`config.mk`:
```
export PLATFORM = sky130hd
export DESIGN_NAME = output_display_flat
export DESIGN_NICKNAME = d
export VERILOG_FILES = /design/src/rtl/output_display_if.sv /design/src/rtl/output_display.sv /design/src/flat_wrapper.sv
export SDC_FILE = /design/constraint.sdc
export NUM_CORES = 1
export LEC_CHECK = 0
export ABC_AREA = 0
export BUFFER_PORTS_ARGS = -buffer_cell sky130_fd_sc_hd__buf_2
export CELL_PAD_IN_SITES_DETAIL_PLACEMENT = 0
export CELL_PAD_IN_SITES_GLOBAL_PLACEMENT = 1
export CORE_UTILIZATION = 51
export DETAILED_ROUTE_END_ITERATION = 16
export PLACE_DENSITY = 0.94
export SLEW_MARGIN = 25
export SYNTH_ARGS = -nofsm -noshare
export SYNTH_HDL_FRONTEND = slang
export SYNTH_SLANG_ARGS = --single-unit
```
`constraint.sdc`:
```
create_clock -name clk -period 5.45 [get_ports clk]
set_input_delay 0.2725 -clock clk [delete_from_list [all_inputs] [get_ports clk]]
set_output_delay 0.2725 -clock clk [all_outputs]
set_load 0.005 [all_outputs]
```
`src/rtl/output_display_if.sv`:
```
// Bus-side interface of the output display block: load strobe, bus byte,
// mode bits and the captured-value/busy status returned to the CPU side.
// Optional macro OUTPUT_HEX_MODE_EN adds the hex_mode signal.
interface output_display_if;
  logic       read_from_bus;
  logic [7:0] bus;
  logic       signed_mode;
`ifdef OUTPUT_HEX_MODE_EN
  logic       hex_mode;
`endif
  logic [7:0] value;
  logic       busy;

`ifdef OUTPUT_HEX_MODE_EN
  modport master (output read_from_bus, bus, signed_mode, hex_mode,
                  input  value, busy);
  modport slave  (input  read_from_bus, bus, signed_mode, hex_mode,
                  output value, busy);
`else
  modport master (output read_from_bus, bus, signed_mode,
                  input  value, busy);
  modport slave  (input  read_from_bus, bus, signed_mode,
                  output value, busy);
`endif
endinterface

```
`src/rtl/output_display.sv`:
```
// CPU output stage: captures a bus byte on read_from_bus, converts it to
// decimal (unsigned or two's complement) with a sequential double-dabble
// engine and drives a 4-digit multiplexed 7-segment display.
// Optional macro OUTPUT_HEX_MODE_EN adds a hex display mode sampled at load.
module output_display #(
  parameter int unsigned REFRESH_DIV = 27000
) (
  input  logic              clk,
  input  logic              rst_n,
  output_display_if.slave   bus_if,
  output logic [6:0]        seg,
  output logic [3:0]        digit_sel
);

  typedef enum logic [1:0] {IDLE, PREP, SHIFT, LATCH} state_t;

  localparam logic [6:0] SEG_BLANK = 7'b0000000;
  localparam logic [6:0] SEG_MINUS = 7'b1000000;

  state_t           state_q, state_d;
  logic [7:0]       value_q, value_d;
  logic             sgn_q, sgn_d;
  logic             hex_q, hex_d;
  logic [2:0]       cnt_q, cnt_d;
  logic [8:0]       mag_q, mag_d;
  logic             neg_q, neg_d;
  logic [11:0]      bcd_q, bcd_d;
  logic [11:0]      adj;
  logic [2:0][3:0]  disp_q, disp_d;
  logic             dneg_q, dneg_d;
  logic             dhex_q, dhex_d;
  logic [15:0]      ref_cnt_q, ref_cnt_d;
  logic [1:0]       idx_q, idx_d;
  logic [6:0]       seg_q, seg_d;
  logic [3:0]       sel_q, sel_d;
  logic             hex_in;

`ifdef OUTPUT_HEX_MODE_EN
  assign hex_in = bus_if.hex_mode;
`else
  assign hex_in = 1'b0;
`endif

  function automatic logic [6:0] glyph(input logic [3:0] d);
    case (d)
      4'h0: glyph = 7'b0111111;
      4'h1: glyph = 7'b0000110;
      4'h2: glyph = 7'b1011011;
      4'h3: glyph = 7'b1001111;
      4'h4: glyph = 7'b1100110;
      4'h5: glyph = 7'b1101101;
      4'h6: glyph = 7'b1111101;
      4'h7: glyph = 7'b0000111;
      4'h8: glyph = 7'b1111111;
      4'h9: glyph = 7'b1101111;
      4'hA: glyph = 7'b1110111;
      4'hB: glyph = 7'b1111100;
      4'hC: glyph = 7'b0111001;
      4'hD: glyph = 7'b1011110;
      4'hE: glyph = 7'b1111001;
      default: glyph = 7'b1110001;
    endcase
  endfunction

  // Conversion FSM: load restarts from any state, PREP/SHIFT/LATCH build and publish digits
  always_comb begin
    state_d = state_q;
    value_d = value_q;
    sgn_d   = sgn_q;
    hex_d   = hex_q;
    cnt_d   = cnt_q;
    mag_d   = mag_q;
    neg_d   = neg_q;
    bcd_d   = bcd_q;
    disp_d  = disp_q;
    dneg_d  = dneg_q;
    dhex_d  = dhex_q;
    adj     = bcd_q;
    case (state_q)
      PREP: begin
        if (sgn_q && value_q[7]) begin
          mag_d = 9'd256 - {1'b0, value_q};
          neg_d = 1'b1;
        end else begin
          mag_d = {1'b0, value_q};
          neg_d = 1'b0;
        end
        bcd_d   = '0;
        state_d = SHIFT;
      end
      SHIFT: begin
        for (int i = 0; i < 3; i++) begin
          if (bcd_q[i*4 +: 4] >= 4'd5) adj[i*4 +: 4] = bcd_q[i*4 +: 4] + 4'd3;
        end
        // magnitude never exceeds 255, so bit 7 is the next bit to feed in
        bcd_d = (adj << 1) | {11'd0, mag_q[7]};
        mag_d = mag_q << 1;
        cnt_d = cnt_q + 3'd1;
        if (cnt_q == 3'd7) state_d = LATCH;
      end
      LATCH: begin
        if (hex_q) begin
          disp_d[0] = value_q[3:0];
          disp_d[1] = value_q[7:4];
          disp_d[2] = 4'd0;
          dneg_d    = 1'b0;
          dhex_d    = 1'b1;
        end else begin
          disp_d[0] = bcd_q[3:0];
          disp_d[1] = bcd_q[7:4];
          disp_d[2] = bcd_q[11:8];
          dneg_d    = neg_q;
          dhex_d    = 1'b0;
        end
        state_d = IDLE;
      end
      default: ;
    endcase
    if (bus_if.read_from_bus) begin
      value_d = bus_if.bus;
      sgn_d   = bus_if.signed_mode;
      hex_d   = hex_in;
      cnt_d   = 3'd0;
      state_d = PREP;
    end
  end

  // Refresh scan and registered glyph/select; select is built from the next
  // index so digit_sel changes exactly every REFRESH_DIV cycles
  always_comb begin
    ref_cnt_d = ref_cnt_q + 16'd1;
    idx_d     = idx_q;
    if (ref_cnt_q == 16'(REFRESH_DIV - 1)) begin
      ref_cnt_d = 16'd0;
      idx_d     = idx_q + 2'd1;
    end
    sel_d = 4'b0001 << idx_d;
    seg_d = SEG_BLANK;
    case (idx_d)
      2'd0: seg_d = glyph(disp_q[0]);
      2'd1: if (dhex_q || disp_q[2] != 4'd0 || disp_q[1] != 4'd0) seg_d = glyph(disp_q[1]);
      2'd2: if (!dhex_q && disp_q[2] != 4'd0) seg_d = glyph(disp_q[2]);
      default: if (dneg_q) seg_d = SEG_MINUS;
    endcase
  end

  // State registers
  always_ff @(posedge clk or negedge rst_n) begin
    if (!rst_n) begin
      state_q   <= IDLE;
      value_q   <= '0;
      sgn_q     <= 1'b0;
      hex_q     <= 1'b0;
      cnt_q     <= '0;
      mag_q     <= '0;
      neg_q     <= 1'b0;
      bcd_q     <= '0;
      disp_q    <= '0;
      dneg_q    <= 1'b0;
      dhex_q    <= 1'b0;
      ref_cnt_q <= '0;
      idx_q     <= '0;
      seg_q     <= 7'b0111111;
      sel_q     <= 4'b0001;
    end else begin
      state_q   <= state_d;
      value_q   <= value_d;
      sgn_q     <= sgn_d;
      hex_q     <= hex_d;
      cnt_q     <= cnt_d;
      mag_q     <= mag_d;
      neg_q     <= neg_d;
      bcd_q     <= bcd_d;
      disp_q    <= disp_d;
      dneg_q    <= dneg_d;
      dhex_q    <= dhex_d;
      ref_cnt_q <= ref_cnt_d;
      idx_q     <= idx_d;
      seg_q     <= seg_d;
      sel_q     <= sel_d;
    end
  end

  assign bus_if.value = value_q;
  assign bus_if.busy  = (state_q != IDLE);
  assign seg          = seg_q;
  assign digit_sel    = sel_q;

endmodule
```
`src/flat_wrapper.sv`:
```
// flat-port wrapper written by rule: the top's interface ports become plain ports
module output_display_flat 
#(
  parameter int unsigned REFRESH_DIV = 27000
)
  (clk, rst_n, seg, digit_sel, bus_if_read_from_bus, bus_if_bus, bus_if_signed_mode, bus_if_value, bus_if_busy);
  output_display_if bus_if_i ();
  input  logic clk;
  input  logic rst_n;
  output logic [6:0] seg;
  output logic [3:0] digit_sel;
  input wire logic [$bits(bus_if_i.read_from_bus)-1:0] bus_if_read_from_bus;
  input wire logic [$bits(bus_if_i.bus)-1:0] bus_if_bus;
  input wire logic [$bits(bus_if_i.signed_mode)-1:0] bus_if_signed_mode;
  output wire logic [$bits(bus_if_i.value)-1:0] bus_if_value;
  output wire logic [$bits(bus_if_i.busy)-1:0] bus_if_busy;
  assign bus_if_i.read_from_bus = bus_if_read_from_bus;
  assign bus_if_i.bus = bus_if_bus;
  assign bus_if_i.signed_mode = bus_if_signed_mode;
  assign bus_if_value = bus_if_i.value;
  assign bus_if_busy = bus_if_i.busy;
  output_display #(.REFRESH_DIV(REFRESH_DIV)) u_core (.clk(clk), .rst_n(rst_n), .bus_if(bus_if_i), .seg(seg), .digit_sel(digit_sel));
endmodule
```
==> results of run 1 <==
[state kept, by name, summed over array words and instances (netlist names)]
signal,flops
u_core.seg,7
u_core.state_q,2
u_core.bcd_q,12
u_core.disp_q,12
u_core.neg_q,1
u_core.mag_q,8
u_core.bus_if.value,8
u_core.dneg_q,1
u_core.idx_q,2
u_core.cnt_q,3
u_core.sgn_q,1
u_core.ref_cnt_q,16
u_core.digit_sel,4
[placed cells by master, fill, tap and decap left out, types with 3 or more instances in the layout]
cell and count:
sky130_fd_sc_hd__nand4_1 4, sky130_fd_sc_hd__o31ai_1 4, sky130_fd_sc_hd__nor4_1 3, sky130_fd_sc_hd__nand3_1 15, sky130_fd_sc_hd__xnor2_1 17, sky130_fd_sc_hd__clkbuf_8 10
sky130_fd_sc_hd__and3_1 6, sky130_fd_sc_hd__nor2_1 32, sky130_fd_sc_hd__mux2i_1 13, sky130_fd_sc_hd__o22ai_1 9, sky130_fd_sc_hd__dfstp_2 7, sky130_fd_sc_hd__o32ai_1 3
sky130_fd_sc_hd__nand2_1 40, sky130_fd_sc_hd__xor2_1 8, sky130_fd_sc_hd__nand2b_1 10, sky130_fd_sc_hd__inv_1 33, sky130_fd_sc_hd__a31oi_1 3, sky130_fd_sc_hd__ha_1 31
sky130_fd_sc_hd__dfrtp_1 70, sky130_fd_sc_hd__clkinv_4 3, sky130_fd_sc_hd__nor2b_1 6, sky130_fd_sc_hd__o211ai_1 3, sky130_fd_sc_hd__a211o_1 3, sky130_fd_sc_hd__buf_2 30
sky130_fd_sc_hd__nor3_1 8, sky130_fd_sc_hd__a21oi_1 20, sky130_fd_sc_hd__mux2_2 22, sky130_fd_sc_hd__o21ai_0 43, sky130_fd_sc_hd__nand3b_1 3
[power by group]
group	total (µW)	switching [µW]	leakage, µW	internal (µW)
Clock	399	218	0.0000868	181
Sequential	702	47.3	0.000996	655
Combinational	395	220	0.00108	175
[Yosys cell counts (9+ instances only)]
| cell type | n |
|---|---|
| sky130_fd_sc_hd__mux2i_1 | 13 |
| sky130_fd_sc_hd__nand2b_1 | 10 |
| sky130_fd_sc_hd__ha_1 | 31 |
| sky130_fd_sc_hd__xnor2_1 | 17 |
| sky130_fd_sc_hd__clkbuf_1 | 14 |
| sky130_fd_sc_hd__mux2_2 | 22 |
| sky130_fd_sc_hd__o21ai_0 | 43 |
| sky130_fd_sc_hd__inv_1 | 33 |
| sky130_fd_sc_hd__o22ai_1 | 9 |
| sky130_fd_sc_hd__nand3_1 | 15 |
| sky130_fd_sc_hd__nor2_1 | 32 |
| sky130_fd_sc_hd__dfrtp_1 | 70 |
| sky130_fd_sc_hd__nand2_1 | 40 |
| sky130_fd_sc_hd__a21oi_1 | 20 |
[final cells by class]
class / instances / area, µm² / area share (%)
clock buffer: 12 / 145.1 / 2.905
timing repair buffer: 34 / 186.4 / 3.732
clock inverter: 4 / 33.78 / 0.6762
tap: 108 / 135.1 / 2.705
sequential: 77 / 1936 / 38.74
multi-input combinational: 342 / 2436 / 48.76
inverter: 33 / 123.9 / 2.479
[stage by stage]
step           std cells  util (%)
6_report             610     57.29
5_1_grt              610     57.29
4_1_cts              609     57.13
3_5_place_dp         593     55.08
3_3_place_gp         593     55.08
2_1_floorplan        475         -
[repair_timing]
item	in CTS	in global routing
hold endpoints to repair	0	11
hold buffers	0	1
resized for setup	0	0
[worst register-to-register path: stages, from the launching register on]
cell and delay (ps):
sky130_fd_sc_hd__dfrtp_1 450, sky130_fd_sc_hd__or4b_4 580, sky130_fd_sc_hd__nor4_4 550, sky130_fd_sc_hd__buf_4 310, sky130_fd_sc_hd__xnor2_1 290, sky130_fd_sc_hd__nor4_1 120, sky130_fd_sc_hd__a221o_1 290
[per-layer routing]
layer  vias up  share of wire [%]
met3         7                2.4
met2        45                 50
li1       1704                  -
met1      1654                 47
met5         -                  0
met4         0                1.1
[logic make-up (layout without fill, tap and decap cells)]
group	Yosys count	in the layout	share of synthesized area [%]
XOR/XNOR	25	25	4.763
adder cells (fa/ha/maj)	31	31	8.438
AND/OR/NAND/NOR	143	143	16.20
multiplexers	38	38	9.690
buffers and inverters	56	83	4.899
flip-flops	77	77	42.11
AO/OA/AOI/OAI	105	105	13.91
[final timing paths]
| path | from | endpoint | slack [ps] |
|---|---|---|---|
| max in group asynchronous | rst_n | u_core.bcd_q[2]$_DFFE_PN0N_ | 4460 |
| worst max register to register | u_core.ref_cnt_q[7]$_DFF_PN0_ | u_core.seg[1]$_DFF_PN1_ | 2800 |
| worst min register to register | u_core.ref_cnt_q[15]$_DFF_PN0_ | u_core.ref_cnt_q[15]$_DFF_PN0_ | 470 |
| worst min-delay path | bus_if_bus[0] | u_core.bus_if.value[0]$_DFFE_PN0P_ | 120 |
| worst max-delay path | u_core.ref_cnt_q[7]$_DFF_PN0_ | u_core.seg[1]$_DFF_PN1_ | 2800 |
| min in group asynchronous | rst_n | u_core.idx_q[1]$_DFF_PN0_ | 500 |
==> results.sh, run 1 <==
export IMPL_max_freq_mhz=376.8
export IMPL_postPlaceCellArea_mm2=0.004803
export IMPL_number_of_buffers_inserted_by_post_cts_setup_repair=0
export IMPL_critical_path_slowest_cell="sky130_fd_sc_hd__or4b_4"
export IMPL_synth_enable_flop_cells=0
export IMPL_worst_skew_pair_late_latency_ps=350
export IMPL_ctsHtreeMaxLevel=3
export IMPL_detailed_place_hpwl_mm=6.301
export IMPL_first_global_vias=3375
export IMPL_floorplan_initialDensity_pct=52.71
export IMPL_path_class="reg -> reg"
export IMPL_global_route_usage_met1_pct=25.89
export IMPL_timing_critical_path_to_type="flop"
export IMPL_fp_row_count=34
export IMPL_hold_path_class="in -> reg"
export IMPL_timing_critical_path_from_type="flop"
export IMPL_antenna_violating_nets_left=0
export IMPL_post_place_ws_ps=2811
export IMPL_final_critical_path_setup_slack_ps=2796
export IMPL_finalWirelength_mm=8.651
export IMPL_timing_critical_path_cells="or4b_4 -> nor4_4 -> buf_4 -> xnor2_1 -> nor4_1 -> a221o_1"
export IMPL_tns_ps=0
export IMPL_synth_yosys_warnings=0
export IMPL_final_design_area_no_fill_mm2=0.004996
export IMPL_yosys_cell_types_count=60
export IMPL_synth_top_flop_cell="sky130_fd_sc_hd__dfrtp_1"
export IMPL_first_pass_grt_wire_length_mm=15.45
export IMPL_cp_data_required_time_ps=5720
export IMPL_fp_coreArea_mm2=0.008721
export IMPL_cts_made_buffers=9
export IMPL_syn_area_mm2=0.004597
export IMPL_cpLargestDelayFamily="simple AND/OR/NAND/NOR gates"
export IMPL_gr_usage_met2_pct=33.80
export IMPL_yosysTopAreaCell="sky130_fd_sc_hd__dfrtp_1"
export IMPL_busiest_layer="met2"
export IMPL_cts_root_buf="sky130_fd_sc_hd__clkbuf_8"
export IMPL_grtUsageMet3_pct=3.324
export IMPL_num_fill_cells=746
export IMPL_max_ir_drop_vdd_uv=193.7
export IMPL_ys_top_cells_by_area="sky130_fd_sc_hd__dfrtp_1 (38%), sky130_fd_sc_hd__ha_1 (8.4%), sky130_fd_sc_hd__mux2_2 (5.4%)"
export IMPL_postSynthCellCount=475
export IMPL_gr_total_overflow=0
export IMPL_num_antenna_cells=0
export IMPL_chipWidth_um=96.94
export IMPL_max_cap_violation_count=0
export IMPL_tightest_slew_ps=838.2
export IMPL_fin_worst_hold_slack_ps=122.2
export IMPL_critical_path_arrival_ps=2930
export IMPL_power_leakage_uw=0.002163
export IMPL_grt_util_all_layers_pct=20.11
export IMPL_p_per_area_mw_per_mm2=299.5
export IMPL_grt_max_degree=78
export IMPL_clock_sinks=77
export IMPL_route_detailed_vias_per_inst=5.590
export IMPL_antenna_violations_before_repair=0
export IMPL_path_depth=6
export IMPL_unrepaired_setup_endpoints_after_global_routing="false"
export IMPL_drc_errors=0
export IMPL_floorplan_io_pins=32
export IMPL_period_share_pct=48.70
export IMPL_num_vias=3410
export IMPL_synth_seq_area_share_pct=42.11
export IMPL_crit_path_max_fanout=15
export IMPL_worst_setup_hold_path_clk_slew_ps=90
export IMPL_total_power_uw=1496
export IMPL_post_route_min_period_ps=2654
export IMPL_hold_viol=0
export IMPL_chipHeight_um=96.94
export IMPL_fin_skew_ps=18.92
export IMPL_syn_mean_instance_area_um2=9.678
export IMPL_critical_path_n_buffers_inverters=1
export IMPL_max_clock_path_buffers=2
export IMPL_cpPeakStageDelay_ps=580
export IMPL_setup_violations=0
export IMPL_port_buffers=31
export IMPL_tritoncts="built"
export IMPL_pins_over_their_slew_limit=0
export IMPL_maxSlewHeadroom_pct=44.12
export IMPL_drt_pre_antenna_iters=5
export IMPL_number_of_drc_markers_in_iteration_0=112
export IMPL_routabilityCongestion=0.7865
export IMPL_ff2ff_path_depth=6
export IMPL_area_growth_pct=8.683
export IMPL_outcome="finished clean"
export IMPL_layout_drive_gt1_share_pct=17.13
export IMPL_synth_top_cell_area_share_pct=38.11
export IMPL_dieArea_mm2=0.009397
export IMPL_postSynthNetCount=518
export IMPL_synth_seq_cells=77
export IMPL_routed_wire_length_per_instance_um=14.18
export IMPL_ys_async_sr_fraction_pct=100.0
export IMPL_nets=540
export IMPL_cells_on_worst_hold_path=3
No activity file was read; power rests on OpenSTA's default activity.
==> run 2, diff against run 1 <==
- CORE_UTILIZATION: 51 -> 48
- PLACE_DENSITY: 0.94 -> 0.9
- clock period: 5.45 -> 2.6 ns (I/O delays scaled with it)
==> results.sh, run 2 (same netlist as run 1, synthesis figures left out) <==
export IMPL_outcome="finished clean"
export IMPL_top_regs="u_core.ref_cnt_q: 16 flops, u_core.bcd_q: 12 flops, u_core.disp_q: 12 flops"
export IMPL_num_vias=3437
export IMPL_num_antenna_cells=0
export IMPL_multi_input_comb_area_mm2=0.002436
export IMPL_tns_ps=0
export IMPL_post_route_min_period_ps=2364
export IMPL_power_leakage_uw=0.002237
export IMPL_layout_area_seq_mm2=0.001936
export IMPL_pins_over_their_slew_limit=0
export IMPL_fp_coreArea_mm2=0.009240
export IMPL_crit_path_max_fanout=10
export IMPL_instances_no_fill=642
export IMPL_first_pass_grt_wire_length_mm=15.64
export IMPL_worst_setup_hold_path_clk_slew_ps=80
export IMPL_fp_row_count=35
export IMPL_maxSlewHeadroom_pct=46.86
export IMPL_drt_pre_antenna_iters=5
export IMPL_cp_data_required_time_ps=2870
export IMPL_largest_register_ffs=16
export IMPL_period_share_pct=90.92
export IMPL_layout_drive_gt1_share_pct=17.54
export IMPL_critical_path_n_buffers_inverters=0
export IMPL_place_inst=617
export IMPL_max_cap_violation_count=0
export IMPL_critical_path_slowest_cell="sky130_fd_sc_hd__or4_4"
export IMPL_cts_resized=0
export IMPL_critical_path_arrival_ps=2630
export IMPL_chipWidth_um=99.86
export IMPL_cts_root_buf="sky130_fd_sc_hd__clkbuf_8"
export IMPL_top_library_cells_by_usage_in_the_layout_fill_and_taps_aside="sky130_fd_sc_hd__dfrtp_1 (70), sky130_fd_sc_hd__o21ai_0 (43), sky130_fd_sc_hd__nand2_1 (40), sky130_fd_sc_hd__inv_1 (33), sky130_fd_sc_hd__nor2_1 (32)"
export IMPL_floorplan_io_pins=32
export IMPL_antenna_violations_before_repair=0
export IMPL_total_power_uw=3270
export IMPL_post_place_ws_ps=240.5
export IMPL_number_of_drc_markers_in_iteration_0=161
export IMPL_cpLargestDelayFamily="simple AND/OR/NAND/NOR gates"
export IMPL_p_per_area_mw_per_mm2=633.0
export IMPL_clock_sinks=77
export IMPL_nets=552
export IMPL_tightest_slew_ps=797.1
export IMPL_gr_total_overflow=0
export IMPL_first_global_vias=3342
export IMPL_port_buffers=31
export IMPL_path_class="reg -> reg"
export IMPL_num_fill_cells=797
export IMPL_fin_skew_ps=12.47
export IMPL_worst_skew_pair_late_latency_ps=350
export IMPL_commonest_non_fill_non_tap_cell_in_the_layout="sky130_fd_sc_hd__dfrtp_1"
export IMPL_routed_wire_length_per_instance_um=13.71
export IMPL_tritoncts="built"
export IMPL_max_clock_path_buffers=2
export IMPL_grt_max_degree=78
export IMPL_chipHeight_um=99.86
export IMPL_cts_made_buffers=9
export IMPL_finalWirelength_mm=8.800
export IMPL_max_ir_drop_vdd_uv=431.7
export IMPL_max_freq_mhz=423.0
export IMPL_area_growth_pct=12.36
export IMPL_unrepaired_setup_endpoints_after_global_routing="false"
export IMPL_detailed_place_hpwl_mm=6.206
export IMPL_timing_critical_path_cells="or4b_4 -> or4_4 -> mux2i_1 -> mux4_2"
export IMPL_route_detailed_vias_per_inst=5.354
export IMPL_final_critical_path_setup_slack_ps=236.1
export IMPL_antenna_violating_nets_left=0
export IMPL_grt_util_all_layers_pct=19.68
export IMPL_routabilityCongestion=0.8055
export IMPL_hold_viol=0
export IMPL_ctsHtreeMaxLevel=3
export IMPL_setup_violations=0
export IMPL_dieArea_mm2=0.009972
export IMPL_timing_critical_path_to_type="flop"
export IMPL_floorplan_initialDensity_pct=49.75
export IMPL_timing_critical_path_from_type="flop"
export IMPL_registers_top_by_ff_count="u_core.ref_cnt_q"
export IMPL_drc_errors=0
export IMPL_post_route_util_pct=55.90
export IMPL_hold_path_class="in -> reg"
export IMPL_cpPeakStageDelay_ps=630
[run 2: cell types whose count changed in the layout (fill, tap and decap cells not counted)]
cell | previous run | this run
sky130_fd_sc_hd__clkinvlp_4 | 1 | 0
sky130_fd_sc_hd__buf_4 | 2 | 5
sky130_fd_sc_hd__clkinv_4 | 3 | 1
sky130_fd_sc_hd__clkinv_2 | 0 | 1
sky130_fd_sc_hd__clkbuf_1 | 2 | 0
sky130_fd_sc_hd__bufinv_16 | 0 | 1
sky130_fd_sc_hd__dlygate4sd3_1 | 1 | 10
sky130_fd_sc_hd__clkbuf_8 | 10 | 12
[run 2: final timing paths]
path / start / to / slack [ps] / depth (start not counted)
min in group asynchronous: rst_n / u_core.digit_sel[1]$_DFF_PN0_ / 380 / 2
hold reg to reg: u_core.ref_cnt_q[15]$_DFF_PN0_ / u_core.ref_cnt_q[15]$_DFF_PN0_ / 460 / 1
hold / removal: bus_if_read_from_bus / u_core.cnt_q[2]$_DFFE_PN0P_ / 160 / 2
setup reg to reg: u_core.ref_cnt_q[7]$_DFF_PN0_ / u_core.seg[3]$_DFF_PN1_ / 240 / 4
setup / recovery: u_core.ref_cnt_q[7]$_DFF_PN0_ / u_core.seg[3]$_DFF_PN1_ / 240 / 4
max in group asynchronous: rst_n / u_core.bcd_q[5]$_DFFE_PN0N_ / 1760 / 2
[run 2: timing repair]
item,4_1_cts,5_1_grt
hold buffers,10,0
endpoints found under the hold margin,79,0
buffers inserted,0,0
[run 2: final cells by class]
class | instances | share of cell area (%)
clock buffers | 12 | 3.198
clock inverters | 3 | 0.8479
inverters | 33 | 2.398
multi-input cells | 342 | 47.17
flip-flops and latches | 77 | 37.48
well taps | 129 | 3.125
repair buffers | 46 | 5.790
[run 2: metal layers]
layer	routed length [µm]	up-vias	global-route usage [%]
met1	4183	1660	25.76
met3	199	8	3.621
met2	4299	44	32.73
li1	-	1725	-
met5	0	-	0
met4	117	0	6.900
[run 2: power breakdown]
part           leakage [µW]  internal (µW)  switching (µW)
Combinational       0.00113            388             457
Sequential         0.000996           1370            98.2
Clock              0.000108            517             436
[run 2: through the flow]
stage	hold slack, ps	area, µm²
floorplan	-165.6	4597
global placement	338.5	4852
CTS	150.2	5161
finish	159.4	5165
global route	163.3	5165
detailed placement	353.0	4852
